==> config.mk <==
export PLATFORM = sky130hd
export DESIGN_NAME = parity_rx
export DESIGN_NICKNAME = d
export VERILOG_FILES = /design/src/rtl/parity_pkg.sv /design/src/rtl/parity_rx_sync.sv /design/src/rtl/parity_rx.sv
export SDC_FILE = /design/constraint.sdc
export NUM_CORES = 1
export LEC_CHECK = 0
export CORE_MARGIN = 8
export CORE_UTILIZATION = 50
export CTS_CLUSTER_SIZE = 25
export DETAILED_ROUTE_END_ITERATION = 6
export HOLD_SLACK_MARGIN = 0.08
export PLACE_DENSITY = 0.74
export SLEW_MARGIN = 20
export SYNTH_ARGS = -nofsm -noshare
export SYNTH_HDL_FRONTEND = slang
export SYNTH_SLANG_ARGS = --single-unit
==> constraint.sdc <==
create_clock -name i_clk -period 1.5 [get_ports i_clk]
set_input_delay 0.3 -clock i_clk [delete_from_list [all_inputs] [get_ports i_clk]]
set_output_delay 0.3 -clock i_clk [all_outputs]
set_load 0.02 [all_outputs]
==> src/rtl/parity_pkg.sv <==
// ---------------------------------------------------------------------------
// parity_pkg
// Definitions shared by the parity receive path and the transmit-side
// generator: the receiver state encoding, the data width and the polarity of
// the parity bit, plus a helper that computes the parity bit for a byte.
// No ports (package).
// ---------------------------------------------------------------------------
package parity_pkg;

  typedef enum logic [2:0] {
    IDLE,
    START,
    DATA,
    PARITY,
    STOP,
    BREAK
  } rx_state_t;

  localparam int   DATA_BITS   = 8;
  localparam logic PARITY_EVEN = 1'b0;

  // Parity bit a transmitter attaches to a byte. For even parity, this makes
  // the total count of ones across data and parity even.
  function automatic logic parityBitFor(input logic [DATA_BITS-1:0] data);
    return (^data) ^ PARITY_EVEN;
  endfunction

endpackage

==> src/rtl/parity_rx_sync.sv <==
// ---------------------------------------------------------------------------
// parity_rx_sync
// Two-flop synchroniser for the idle-high serial line. Both flops reset to 1,
// so that a reset never looks like a falling start edge.
// Ports:
//   i_clk   rising-edge clock
//   i_rst   synchronous, active-high reset
//   i_async asynchronous serial input
//   o_sync  synchronised copy of i_async, two cycles later
// ---------------------------------------------------------------------------
module parity_rx_sync (
  input  logic i_clk,
  input  logic i_rst,
  input  logic i_async,
  output logic o_sync
);

  logic r_meta;
  logic r_sync;

  // First flop may go metastable; the second gives it a full cycle to settle.
  always_ff @(posedge i_clk) begin
    if (i_rst) begin
      r_meta <= 1'b1;
      r_sync <= 1'b1;
    end else begin
      r_meta <= i_async;
      r_sync <= r_meta;
    end
  end

  assign o_sync = r_sync;

endmodule

==> src/rtl/parity_rx.sv <==
// ---------------------------------------------------------------------------
// parity_rx
// Serial parity receiver. Deserialises an idle-high frame (start, 8 data bits
// LSB first, even-parity bit, stop). Checks parity and framing, and presents
// each byte with a one-cycle valid pulse.
// Parameter:
//   CLKS_PER_BIT  clock cycles per serial bit (>= 2)
// Ports:
//   i_clk         rising-edge clock
//   i_rst         synchronous, active-high reset
//   i_rx_in       serial line, idle high, asynchronous to i_clk
//   o_data_out    last received byte (held until next frame completes)
//   o_data_valid  one-cycle pulse per completed frame
//   o_parity_err  parity mismatch, qualified by o_data_valid
//   o_frame_err   stop bit sampled low, qualified by o_data_valid
//   o_busy        receiver is not idle
//   o_err_count   saturating error counter; present only when the macro
//                 PARITY_RX_ERRCNT_EN is defined
// ---------------------------------------------------------------------------
module parity_rx
  import parity_pkg::*;
#(
  parameter int CLKS_PER_BIT = 4
) (
  input  logic       i_clk,
  input  logic       i_rst,
  input  logic       i_rx_in,
  output logic [7:0] o_data_out,
  output logic       o_data_valid,
  output logic       o_parity_err,
  output logic       o_frame_err,
  output logic       o_busy
`ifdef PARITY_RX_ERRCNT_EN
  ,
  output logic [7:0] o_err_count
`endif
);

  localparam int TW   = $clog2(CLKS_PER_BIT);
  localparam int HALF = CLKS_PER_BIT / 2;
  localparam logic [TW-1:0] LAST_TICK = TW'(CLKS_PER_BIT - 1);
  localparam logic [TW-1:0] HALF_TICK = TW'(HALF - 1);
  localparam logic [2:0]    LAST_IDX  = 3'(DATA_BITS - 1);

  logic                 w_rxs;
  logic                 w_parityMismatch;
  rx_state_t            r_state;
  logic [TW-1:0]        r_bitTimer;
  logic [2:0]           r_bitIdx;
  logic [DATA_BITS-1:0] r_shift;
  logic                 r_parityBit;
  logic                 r_stopBit;
  logic                 r_done;
  logic [7:0]           r_dataOut;
  logic                 r_dataValid;
  logic                 r_parityErr;
  logic                 r_frameErr;

  parity_rx_sync u_sync (
    .i_clk  (i_clk),
    .i_rst  (i_rst),
    .i_async(i_rx_in),
    .o_sync (w_rxs)
  );

  // Frame sequencer. START samples at mid-bit (HALF cycles in), after which
  // every bit is sampled CLKS_PER_BIT cycles later, near each bit centre.
  // Sampling the stop bit raises r_done for one cycle so the output stage can
  // publish the frame. A low stop bit parks the FSM in BREAK until the line
  // idles again, so a held-low line is not mistaken for a stream of starts.
  always_ff @(posedge i_clk) begin
    if (i_rst) begin
      r_state     <= IDLE;
      r_bitTimer  <= '0;
      r_bitIdx    <= '0;
      r_shift     <= '0;
      r_parityBit <= 1'b0;
      r_stopBit   <= 1'b1;
      r_done      <= 1'b0;
    end else begin
      r_done <= 1'b0;
      case (r_state)
        IDLE: begin
          r_bitTimer <= '0;
          if (!w_rxs) r_state <= START;
        end
        START: begin
          if (r_bitTimer == HALF_TICK) begin
            r_bitTimer <= '0;
            r_bitIdx   <= '0;
            r_state    <= w_rxs ? IDLE : DATA;
          end else begin
            r_bitTimer <= r_bitTimer + TW'(1);
          end
        end
        DATA: begin
          if (r_bitTimer == LAST_TICK) begin
            r_bitTimer        <= '0;
            r_shift[r_bitIdx] <= w_rxs;
            if (r_bitIdx == LAST_IDX) r_state <= PARITY;
            else                      r_bitIdx <= r_bitIdx + 3'd1;
          end else begin
            r_bitTimer <= r_bitTimer + TW'(1);
          end
        end
        PARITY: begin
          if (r_bitTimer == LAST_TICK) begin
            r_bitTimer  <= '0;
            r_parityBit <= w_rxs;
            r_state     <= STOP;
          end else begin
            r_bitTimer <= r_bitTimer + TW'(1);
          end
        end
        STOP: begin
          if (r_bitTimer == LAST_TICK) begin
            r_bitTimer <= '0;
            r_stopBit  <= w_rxs;
            r_done     <= 1'b1;
            r_state    <= w_rxs ? IDLE : BREAK;
          end else begin
            r_bitTimer <= r_bitTimer + TW'(1);
          end
        end
        BREAK: begin
          if (w_rxs) r_state <= IDLE;
        end
        default: r_state <= IDLE;
      endcase
    end
  end

  assign w_parityMismatch = r_parityBit != parityBitFor(r_shift);

  // Output stage. Byte and flags are loaded together with the valid pulse and
  // then held until the next frame completes.
  always_ff @(posedge i_clk) begin
    if (i_rst) begin
      r_dataOut   <= 8'h00;
      r_dataValid <= 1'b0;
      r_parityErr <= 1'b0;
      r_frameErr  <= 1'b0;
    end else begin
      r_dataValid <= r_done;
      if (r_done) begin
        r_dataOut   <= r_shift;
        r_parityErr <= w_parityMismatch;
        r_frameErr  <= ~r_stopBit;
      end
    end
  end

`ifdef PARITY_RX_ERRCNT_EN
  logic [7:0] r_errCount;

  // Counts frames that carry any error. Sticks at 8'hFF rather than wrapping.
  always_ff @(posedge i_clk) begin
    if (i_rst) begin
      r_errCount <= 8'h00;
    end else if (r_done && (w_parityMismatch || !r_stopBit) && r_errCount != 8'hFF) begin
      r_errCount <= r_errCount + 8'd1;
    end
  end

  assign o_err_count = r_errCount;
`endif

  assign o_data_out   = r_dataOut;
  assign o_data_valid = r_dataValid;
  assign o_parity_err = r_parityErr;
  assign o_frame_err  = r_frameErr;
  assign o_busy       = (r_state != IDLE);

endmodule

* Word-level counts from Yosys, hierarchy flattened
Index checks and enable logic that the tools add are counted.
** Storage, ports and cells
- Register bits :: 32
- Bits in latches :: 0
- RAM bits :: 0
- ROM bits :: 0
- Input bits :: 3
- Output and inout port bits :: 12
- Word-level logic and storage cells :: 70
- Memories kept :: 0
** Operators by class
- $add $sub $neg :: 2
- Multipliers :: 0
- Divide/modulo/power cells :: 0
- Magnitude comparators :: 2
- Equality and inequality tests :: 17
- Shift-type cells :: 0
- Multiplexer cells :: 21
- Bitwise gates (word level) :: 2
- Reduce and logical (&&, ||, !) cells :: 13
** Operator list (number)
- 2-to-1 mux 3 bit :: 11
- case mux 3 bit (6 select lines) :: 1
- inequality test 2 bit, second input constant :: 7
- equality test 3 bit, second input constant :: 3
- bitwise mux 8 bit :: 1
- parity 8 bit :: 1
- AND reduction 7 bit :: 1
- equality test 3 x 2 -> 1 bit, second input constant :: 2
- 2-to-1 mux 2 bit :: 3
- case mux 2 bit (3 select lines) :: 1
- case mux 3 bit (2 select lines) :: 1
- AND reduction 2 bit :: 3
- nonzero test 3 bit :: 2
- less-than comparator 3 x 4 -> 1 bit, second input constant :: 1
- AND reduction 4 bit :: 1
- adder 3 x 1 -> 3 bit, second input constant :: 1
- demux 1 bit (select 3 bit) :: 1
- equality test 3 x 1 -> 1 bit, second input constant :: 1
- >= comparator 3 x 1 -> 1 bit, second input constant :: 1
- zero test 3 bit :: 1
- OR reduction 3 bit :: 1
- adder 2 x 1 -> 2 bit, second input constant :: 1
- equality test 2 x 1 -> 1 bit, second input constant :: 1
- equality test 2 bit, second input constant :: 1
- other kinds (7) :: 9

* Longest topological paths before layout
Gate-level depths: netlist of the first run.
- Depth in word-level cells :: 5
- Mapped depth :: 6
- Depth with buffers taken out :: 6

* Hierarchy
A second synthesis of the first run with hierarchy kept.
** Second synthesis, totals
- Cells, all modules :: 176
- Area, all modules :: 1606.5 um2
** Modules (own cells, without submodules)
- parity_rx :: times used 1, cells an instance 172, area each 1554.0 um2, seq. area each 600.6 um2
- parity_rx_sync :: times used 1, cells an instance 4, area each 52.6 um2, seq. area each 40.0 um2

* Worst setup path after synthesis of the first run
No wires, ideal clock.
- Path kind :: register to register
- From :: reg r_bitTimer[0]
- To :: reg r_state[0]
- Setup time :: 0.065 ns
- Data arrival time :: 1.467 ns
- Required time :: 1.435 ns
- Setup slack :: -0.032 ns
- Stages on the path, launching flop included :: 7
- Path buffers :: 1
- Clock period less this slack :: 1.532 ns
- Cells stage by stage :: dfxtp_1 ha_1 buf_2 o21ai_0 a211oi_1 mux2_1 nor2_1
** On the way
- Longest elaborated chain between the ends :: 3
- Elaborated cells on any way between the ends :: 7
- Classes of those cells :: eq/ne (6); reduce/logical (1)
** Ends and longest elaborated chain
- start, declared :: line parity_rx.sv:48 : logic [TW-1:0] r_bitTimer;
- start signal, assigned :: line parity_rx.sv:93 : r_bitTimer <= r_bitTimer + TW'(1);
- start signal, assigned :: line parity_rx.sv:103 : r_bitTimer <= r_bitTimer + TW'(1);
- start signal, assigned :: line parity_rx.sv:112 : r_bitTimer <= r_bitTimer + TW'(1);
- equality test 2 bit or equality test 2 x 1 -> 1 bit (tied branches)
- inequality test 2 bit (no line)
- AND reduction 7 bit (no line) *
- end signal, assigned :: line parity_rx.sv:91 : r_state <= w_rxs ? IDLE : DATA;
- end signal, assigned :: line parity_rx.sv:120 : r_state <= w_rxs ? IDLE : BREAK;
- end, declared :: line parity_rx.sv:47 : rx_state_t r_state;
Every way passes the cells marked *; elsewhere a longest branch is shown, timed or not.
A chain may end at the register's enable or synchronous reset.

* Worst setup path after layout of the first run
- From :: reg r_state[0]
- To :: out o_busy
** On the way
- Longest elaborated chain between the ends :: 1
** Ends and longest elaborated chain
- nonzero test 3 bit :: line parity_rx.sv:172 : assign o_busy = (r_state != IDLE);
- end, declared :: line parity_rx.sv:32 : output logic o_busy
Every way passes these cells.

==> results.cfg, run 1 <==
[power_and_ir_drop]
irDropWorstVdd_mv = 0.645
p_leak_nw = 0.787
p_sw_mw = 0.312
seqPwrFrac = 0.631
p_int_mw = 1.05
power_density_nw_per_um2 = 677
clkPwrFrac = 0.331
p_sw_frac = 0.230
p_total_mw = 1.36
power_frac_comb = 0.038

[grt]
antenna_found_initial = 0
grt_pass1_vias = 1281
grt_usage = 0.137
grt_pass1_wl_um = 5620
grt_max_degree = 19
grt_overflow = 0

[synth]
synth_nets = 172
ys_async_sr_fraction = 0
syn_avg_cell_area_um2 = 9.64
synth_ff_type = dfxtp_1
ys_seq_elements = 32
synth_common_cells = 32 x dfxtp_1, 27 x nor2_1, 23 x mux2i_1, 7 x clkbuf_1, 6 x buf_2
synth_top_area_cell = dfxtp_1
syn_inst = 164
yosysSeqAreaShare = 0.405
syn_area_um2 = 1580
ys_types = 42
yosys_warnings = 0
yosys-top-cells-area = dfxtp_1 41%, mux2i_1 15%, nor2_1 6.4%, ha_1 4.0%, buf_2 1.9%
synth_top_area_share = 0.405
synth_enable_flop_cells = 0
yosysMostFrequentCell = dfxtp_1

[placed_design]
routabilityCongestion = 0.775
placed_cell_area_um2 = 1810
hpwl_um = 2290
io_buffers = 14

[worst_setup_path]
criticalPathCategory = register to output pin
cp-end-kind = output pin
cp_max_fo = 2
crit_path_start_kind = register
cp_data_arrival_time_ns = 1.17
required_ns = 1.20

[layout]
final_util = 0.662
area_delta_synth_final_pct = 26.8
postLayoutCellArea_um2 = 2010
n_antenna_cell = 0
nNetsFinal = 194
layout-drive-gt1-share = 0.253
n_fill_cell = 264

[detailed_routing]
drt_wl_total_um = 3340
vias_per_cell = 5.33
wire_per_inst_um = 14.5
drc = 0
firstDrtPassIters = 4
num_vias = 1227
drt-initial-drc-count = 58
drtAntennaViolNets = 0

[timing]
whs_ns = 0.430
fmax_mhz = 681
worst_pin_slew_ns = 0.420
slew_headroom = 0.720
setup_viol = 0
period_needed_ns = 1.47
skew_ns = 0.0116
period_share = 0.980
hold_viol = 0
slew_violations = 0
rsz0062_at_grt = yes

[clocking]
insertion_delay_ns = 0.33
cts_hold_buf = 0
clk_root_buffer_cell = clkbuf_4
clockBufferDepth = 2
cts_tree = done
h-tree-depth = 2
path_clk_slew_ns = 0.10
cts_buffers = 5
cts.sinks = 32

[job]
cap_violations = 0

[floorplanning]
rows = 20
core_um2 = 3030
die_h_um = 72.2
floorplan.initialDensity = 0.522
io_pins = 15
die_area_um2 = 5220
dieWidth_um = 72.2

[status]
run_status = finished clean

[hold_path]
hp-class = register to register
## cells by family (layout without fill, tap and decap cells)
kind of cell	after synthesis	in the layout	share of synthesized area
buffers and inverters	18	40	0.0522
AND/OR/NAND/NOR	63	63	0.242
adder cells (fa/ha/maj)	5	5	0.0396
AO/OA/AOI/OAI	16	16	0.0665
XOR/XNOR	6	6	0.0419
multiplexers	24	24	0.153
flip-flops	32	32	0.405
## final cells by class
class	instances	area, um^2	share of cell area
Multi-Input combinational cell	114	975	0.486
Sequential cell	32	651	0.324
Timing Repair Buffer	29	260	0.130
Tap cell	44	55.1	0.0274
Clock buffer	5	37.5	0.0187
Inverter	4	15.0	0.00749
Clock inverter	2	12.5	0.00624
## critical path: stages (launching register included)
cell and delay [ns]:
dfxtp_1 0.32, or3_1 0.39, buf_6 0.14
## power groups by stage
stage	Clock, mW	Combinational, mW	Sequential (mW)
4_1_cts	0.477	0.0457	0.858
2_1_floorplan	0	0.0293	0.874
3_3_place_gp	0	0.0443	0.877
3_5_place_dp	0	0.0459	0.877
6_report	0.450	0.0515	0.856
5_1_grt	0.504	0.0567	0.857
## registers in the layout (all words and copies together), names as in the netlist
signal,cells
u_sync.o_sync,1
r_shift,8
r_state,3
r_stopBit,1
u_sync.r_meta,1
o_data_valid,1
o_data_out,8
r_bitIdx,3
r_bitTimer,2
r_parityBit,1
o_frame_err,1
r_done,1
o_parity_err,1
## metrics by stage
| stage | instances | TNS, ns | worst slack, ns |
|---|---|---|---|
| final | 230 | 0 | 0.0306 |
| after CTS | 229 | -0.0213 | -0.0213 |
| after floorplan | 164 | 0 | 0.0127 |
| after global routing | 230 | -0.128 | -0.0483 |
| after detailed placement | 222 | -0.399 | -0.0868 |
| after global placement | 222 | -0.0396 | -0.0212 |
## worst paths after layout
| kind | start | end | slack (ns) | cells past startpoint |
|---|---|---|---|---|
| min reg2reg | u_sync.r_meta$_SDFF_PP1_ | u_sync.o_sync$_SDFF_PP1_ | 0.43 | 1 |
| max reg2reg | r_state[2]$_SDFFE_PP0P_ | r_state[0]$_SDFFE_PP0P_ | 0.05 | 5 |
| min | u_sync.r_meta$_SDFF_PP1_ | u_sync.o_sync$_SDFF_PP1_ | 0.43 | 1 |
| max | r_state[0]$_SDFFE_PP0P_ | o_busy | 0.03 | 2 |
## metal layers
layer  up-vias  part of all wire  track usage
met5         -                 0            0
li1        613                 -            -
met4         0             0.012       0.0726
met2        20              0.54        0.231
met1       590              0.41        0.145
met3         4             0.038       0.0510
## cell usage in the layout, fill, tap and decap left out, drive strengths merged, types with 3 or more instances in the layout
| cell | Yosys | final |
|---|---|---|
| nor2 | 27 | 27 |
| a21oi | 5 | 5 |
| inv | 4 | 4 |
| xnor2 | 3 | 3 |
| clkbuf | 7 | 5 |
| nand2 | 3 | 3 |
| nand3 | 4 | 4 |
| dlygate4sd2 | 0 | 11 |
| dfxtp | 32 | 32 |
| buf | 7 | 16 |
| nor4b | 4 | 4 |
| ha | 5 | 5 |
| nor3 | 3 | 3 |
| o21ai | 4 | 4 |
| mux2i | 23 | 23 |
## repair_timing
action                                  4_1_cts  5_1_grt
pin swaps                                     5        4
buffers inserted                              0        1
gates resized for setup                      27       20
gates cloned                                  0        0
endpoints found under the setup margin       21       11
Note: power is estimated with default switching activity, not from simulation.
==> inputs of run 2 (changes only) <==
--- a/config.mk
+++ b/config.mk
@@ -5,6 +5,8 @@
 export SDC_FILE = /design/constraint.sdc
 export NUM_CORES = 1
 export LEC_CHECK = 0
+export ABC_AREA = 1
+export CAP_MARGIN = 20
 export CORE_MARGIN = 8
 export CORE_UTILIZATION = 50
 export CTS_CLUSTER_SIZE = 25
==> run 2 against run 1 <==
Clock skew fell by 0.0065 ns. Count of clock-buffer cells in the layout is 1 higher. Power rose by 110%. Synthesized cell count up 30%.
==> results.cfg, run 2 <==
[status]
run_status = finished clean

[floorplanning]
io_pins = 15
dieWidth_um = 71.7
die_area_um2 = 5140
core_um2 = 3000
floorplan.initialDensity = 0.516
die_h_um = 71.7
rows = 20

[grt]
antenna_found_initial = 0
grt_pass1_vias = 1303
grt_pass1_wl_um = 5500
grt_max_degree = 19
grt_usage = 0.132
grt_overflow = 0

[power_and_ir_drop]
p_total_mw = 2.87
p_sw_mw = 1.10
p_int_mw = 1.77
irDropWorstVdd_mv = 1.19
seqPwrFrac = 0.356
clkPwrFrac = 0.225
p_sw_frac = 0.384
power_density_nw_per_um2 = 1520
power_frac_comb = 0.420
p_leak_nw = 0.892

[detailed_routing]
wl_met2_um = 1310
drt_wl_total_um = 3040
drt-initial-drc-count = 90
firstDrtPassIters = 4
num_vias = 1410
wire_per_inst_um = 10.9
wl_met1_um = 1430
vias_per_cell = 5.05
top_layer_used = met4
drc = 0
drtAntennaViolNets = 0
dr_wl_met3_um = 254

[timing]
skew_ns = 0.00505
fmax_mhz = 715
slew_headroom = 0.822
hold_viol = 0
rsz0062_at_grt = no
tns_ns = 0
period_share = 0.932
setup_viol = 0
slew_violations = 0
worst_pin_slew_ns = 0.265
period_needed_ns = 1.40
fin_ws_ns = 0.102

[layout]
n_fill_cell = 291
layout-drive-gt1-share = 0.175
nNetsFinal = 253
layout_commonest_cell = nand2_1
postLayoutCellArea_um2 = 1880
final_util = 0.627
final_cell_mix = 40 x nand2_1, 31 x dfxtp_1, 28 x inv_1
n_antenna_cell = 0
area_delta_synth_final_pct = 21.5

[synth]
syn_area_um2 = 1550
synth_nets = 222
ys_types = 28
yosysSeqAreaShare = 0.413
syn_inst = 214
synth_top_area_cell = dfxtp_1
synth_ff_type = dfxtp_1
ys_async_sr_fraction = 0
yosys_warnings = 0
synth_common_cells = 40 x nand2_1, 32 x dfxtp_1, 29 x inv_1
yosys-top-cells-area = dfxtp_1 41%, nand2_1 9.7%, inv_1 7.0%, a21oi_1 5.5%, o21ai_0 5.5%
synth_enable_flop_cells = 0
ys_seq_elements = 32
synth_top_area_share = 0.413
syn_avg_cell_area_um2 = 7.24
yosysMostFrequentCell = nand2_1

[clocking]
path_clk_slew_ns = 0.09
insertion_delay_ns = 0.34
clk_root_buffer_cell = clkbuf_4
cts.sinks = 32
clockBufferDepth = 2
cts_buffers = 5
cts_hold_buf = 0
h-tree-depth = 2
cts_tree = done

[placed_design]
placed_cell_area_um2 = 1820
hpwl_um = 2280
pre_cts_ws_ns = 0.0709
routabilityCongestion = 0.846
io_buffers = 14

[worst_setup_path]
cp-end-kind = output pin
cp_max_fo = 2
criticalPathCategory = register to output pin
required_ns = 1.20
cp_data_arrival_time_ns = 1.10
crit_path_start_kind = register

[job]
cap_violations = 0

[hold_path]
hp-class = register to register
-- run 2: through the flow --
stage | cells | hold slack [ns]
CTS | 279 | 0.421
global placement | 271 | 0.391
detailed placement | 271 | 0.407
floorplan | 214 | 0.379
global route | 279 | 0.436
finish | 279 | 0.422
-- run 2: area by class of cell --
type,instances,area [um^2],area share
clock inverters,2,35.0,0.0186
repair buffers,29,234,0.124
inverters,33,124,0.0658
multi-input cells,144,766,0.407
well taps,33,41.3,0.0219
clock buffers,6,41.3,0.0219
flip-flops and latches,32,642,0.341
-- run 2: cells by family (layout without fill, tap and decap cells) --
group,Yosys count,count (layout),synth area share
AOI/OAI and AO/OA,48,48,0.169
xor gates and xnor gates,1,1,0.00565
adders and majority gates,5,5,0.0404
buffers and inverters,38,70,0.0928
DFF,32,32,0.413
and+or+nand+nor,90,90,0.278
-- run 2: what timing repair did --
item / CTS / global route
buffers inserted: 0 / 0
gates resized for setup: 15 / 2
setup endpoints to repair: 12 / 2
-- run 2: power groups by stage --
stage | clock, mW | sequential, mW | combinational, mW
3_3_place_gp | 0 | 1.03 | 1.22
3_5_place_dp | 0 | 1.03 | 1.23
2_1_floorplan | 0 | 1.06 | 0.830
5_1_grt | 0.698 | 1.03 | 1.35
4_1_cts | 0.659 | 1.02 | 1.21
6_report | 0.644 | 1.02 | 1.20
-- run 2: metal layers --
| layer | vias to the layer above | track usage |
|---|---|---|
| li1 | 760 | - |
| met1 | 607 | 0.150 |
| met2 | 37 | 0.211 |
| met3 | 6 | 0.0558 |
| met4 | 0 | 0.0544 |
| met5 | - | 0 |
-- run 2: worst max-delay path: stages (launching register included) --
cell and delay, ns:
dfxtp_1 0.33, inv_2 0.05, nand2_1 0.06, nor2_1 0.13, inv_1 0.05, buf_2 0.15
-- run 2: path summary, 6_finish.rpt --
path | cells after the start | slack (ns) | end | start
max | 5 | 0.10 | o_busy | r_state[0]$_SDFFE_PP0P_
min reg2reg | 1 | 0.42 | u_sync.o_sync$_SDFF_PP1_ | u_sync.r_meta$_SDFF_PP1_
min | 1 | 0.42 | u_sync.o_sync$_SDFF_PP1_ | u_sync.r_meta$_SDFF_PP1_
max reg2reg | 8 | 0.14 | r_bitIdx[1]$_SDFFE_PP0P_ | r_bitIdx[0]$_SDFFE_PP0P_
==> inputs of run 3 (changes only) <==
--- a/config.mk
+++ b/config.mk
@@ -6,14 +6,16 @@
 export NUM_CORES = 1
 export LEC_CHECK = 0
 export ABC_AREA = 1
+export ABC_CLOCK_PERIOD_IN_PS = 1500
 export CAP_MARGIN = 20
 export CORE_MARGIN = 8
-export CORE_UTILIZATION = 50
+export CORE_UTILIZATION = 51
 export CTS_CLUSTER_SIZE = 25
 export DETAILED_ROUTE_END_ITERATION = 6
 export HOLD_SLACK_MARGIN = 0.08
-export PLACE_DENSITY = 0.74
+export PLACE_DENSITY = 0.75
 export SLEW_MARGIN = 20
 export SYNTH_ARGS = -nofsm -noshare
 export SYNTH_HDL_FRONTEND = slang
+export SYNTH_HIERARCHICAL = 1
 export SYNTH_SLANG_ARGS = --single-unit
==> run 3 against run 2 <==
First-iteration DRC count decreased by 5.6%. Non-clock buffer count is 6 lower. Combinational power decreased by 36%. Largest cell class unchanged.
==> results.cfg, run 3 <==
[status]
run_status = finished clean

[timing]
tns_ns = 0
worst_pin_slew_ns = 0.498
period_needed_ns = 1.37
slew_headroom = 0.668
slew_violations = 0
period_share = 0.912
fmax_mhz = 731
hold_viol = 0
rsz0062_at_grt = no
setup_viol = 0
skew_ns = 0.00844
whs_ns = 0.410

[grt]
grt_pass1_vias = 1343
grt_overflow = 0
grt_usage = 0.135
grt_pass1_wl_um = 5700
grt_max_degree = 20
antenna_found_initial = 0

[synth]
synth-xor-area-share = 0.00526
ys_seq_elements = 32
synthMuxAreaShare = 0
syn_inst = 228
synth_top_family_by_area = simple AND/OR/NAND/NOR gates
yosysMostFrequentCell = nand2_1
synth_top_area_cell = dfxtp_1
synth_top_area_share = 0.385
yosys.area_share.adder = 0.0451
synth_compound_area_frac = 0.150
ys_types = 30
ys_async_sr_fraction = 0
synth_ff_type = dfxtp_1
yosys_warnings = 6
synth_enable_flop_cells = 0
synth-simple-area-share = 0.308
yosysSeqAreaShare = 0.385
synth_nets = 237
syn_area_um2 = 1670
syn_avg_cell_area_um2 = 7.30
yosys-top-cells-area = dfxtp_1 38%, nand2_1 8.8%, inv_1 6.8%, a21oi_1 6.6%, o21ai_0 5.1%
synth_common_cells = 39 x nand2_1, 32 x dfxtp_1, 30 x inv_1, 22 x a21oi_1, 22 x nor2_1

[layout]
n_fill_cell = 309
area_delta_synth_final_pct = 18.1
final_cell_mix = 39 x nand2_1, 30 x inv_1, 29 x dfxtp_1, 22 x a21oi_1, 21 x nor2_1
nNetsFinal = 261
final_util = 0.639
n_antenna_cell = 0
layout_commonest_cell = nand2_1
layout-drive-gt1-share = 0.174

[placed_design]
io_buffers = 14
hpwl_um = 2540
routabilityCongestion = 0.847

[floorplanning]
die_area_um2 = 5350
core_um2 = 3080
floorplan.initialDensity = 0.541
io_pins = 15
rows = 20
die_h_um = 73.1
dieWidth_um = 73.1

[worst_setup_path]
cp_cell_sequence = nor2_2 -> buf_4 -> nand2_4 -> inv_6 -> nand2_4 -> nand2_4 -> nor2_4 -> nand2_2 -> nor2_1 -> nor2_2
worst-path-buf-inv = 2
cp_max_fo = 5
crit_path_start_kind = register
required_ns = 1.73
criticalPathCategory = register to register
crit_family = simple AND/OR/NAND/NOR gates
cp_data_arrival_time_ns = 1.60
crit_path_top_delay_cell = dfxtp_4
cpMostUsedCell = nand2_4
slowest_delay_ns = 0.38
cp-end-kind = register

[clocking]
path_clk_slew_ns = 0.10
clk_root_buffer_cell = clkbuf_4
h-tree-depth = 2
insertion_delay_ns = 0.33
clockBufferDepth = 2
cts_buffers = 5
postCtsSetupBuffers = 0
cts_tree = done
cts.sinks = 32

[detailed_routing]
drt-initial-drc-count = 85
drt_wl_total_um = 3330
firstDrtPassIters = 4
drtAntennaViolNets = 0
vias_per_cell = 5.04
wire_per_inst_um = 11.2
num_vias = 1498
drc = 0

[hold_path]
hp-class = register to register

[power_and_ir_drop]
irDropWorstVdd_mv = 1.32
power_density_nw_per_um2 = 1200
p_leak_nw = 0.937

[job]
cap_violations = 0
run 3: metrics by stage:
stage	cell area, um^2	power (mW)	std cells	setup slack, ns
6_report	1970	2.36	297	0.131
5_1_grt	1970	2.51	297	0.0209
4_1_cts	1960	2.38	297	0.0326
3_5_place_dp	1900	1.72	289	0.0800
3_3_place_gp	1900	1.71	289	0.108
2_1_floorplan	1670	1.53	228	0.164
run 3: cells by family after synthesis:
family,after synthesis
and+or+nand+nor,98
AOI/OAI and AO/OA,48
buffers and inverters,43
DFF,32
adders and majority gates,6
xor gates and xnor gates,1
run 3: layout make-up:
class,instances,area [um^2],share of cell area
Multi-Input combinational cell,153,850,0.432
Sequential cell,32,647,0.329
Timing Repair Buffer,23,189,0.0961
Inverter,37,146,0.0744
Tap cell,44,55.1,0.0280
Clock inverter,3,42.5,0.0216
Clock buffer,5,37.5,0.0191
run 3: what timing repair did:
action,4_1_cts,5_1_grt
hold buffers,0,0
gates resized for setup,14,6
endpoints found under the setup margin,12,6
run 3: routing by layer:
| metal | share of wire | wire, um | GRT usage | vias to the layer above |
|---|---|---|---|---|
| li1 | - | - | - | 782 |
| met1 | 0.45 | 1490 | 0.154 | 678 |
| met2 | 0.49 | 1640 | 0.223 | 36 |
| met3 | 0.053 | 178 | 0.0495 | 2 |
| met4 | 0.0075 | 25 | 0.0467 | 0 |
| met5 | 0 | 0 | 0 | - |
run 3: worst paths after layout:
path                            slack [ns]                  endpoint  cells after the start                      from
worst max-delay path                  0.13   r_state[2]$_SDFFE_PP0P_                     10   r_state[2]$_SDFFE_PP0P_
worst min register to register        0.41  u_sync/o_sync$_SDFF_PP1_                      2  u_sync/r_meta$_SDFF_PP1_
worst min-delay path                  0.41  u_sync/o_sync$_SDFF_PP1_                      2  u_sync/r_meta$_SDFF_PP1_
worst max register to register        0.13   r_state[2]$_SDFFE_PP0P_                     10   r_state[2]$_SDFFE_PP0P_
run 3: worst reg2reg max path, cell delays in order, from the launching register on:
cell and delay [ns]:
dfxtp_4 0.38, nor2_2 0.04, buf_4 0.14, nand2_4 0.10, inv_6 0.06, nand2_4 0.06, nand2_4 0.08, nor2_4 0.14
nand2_2 0.07, nor2_1 0.14, nor2_2 0.06
run 3: where the power goes:
part           leakage (nW)  switching [mW]  total, mW  internal, mW
clock                0.0412           0.304      0.651         0.347
combinational         0.636           0.500      0.771         0.271
sequential            0.261          0.0400      0.941         0.901
total                 0.937           0.844       2.36          1.52
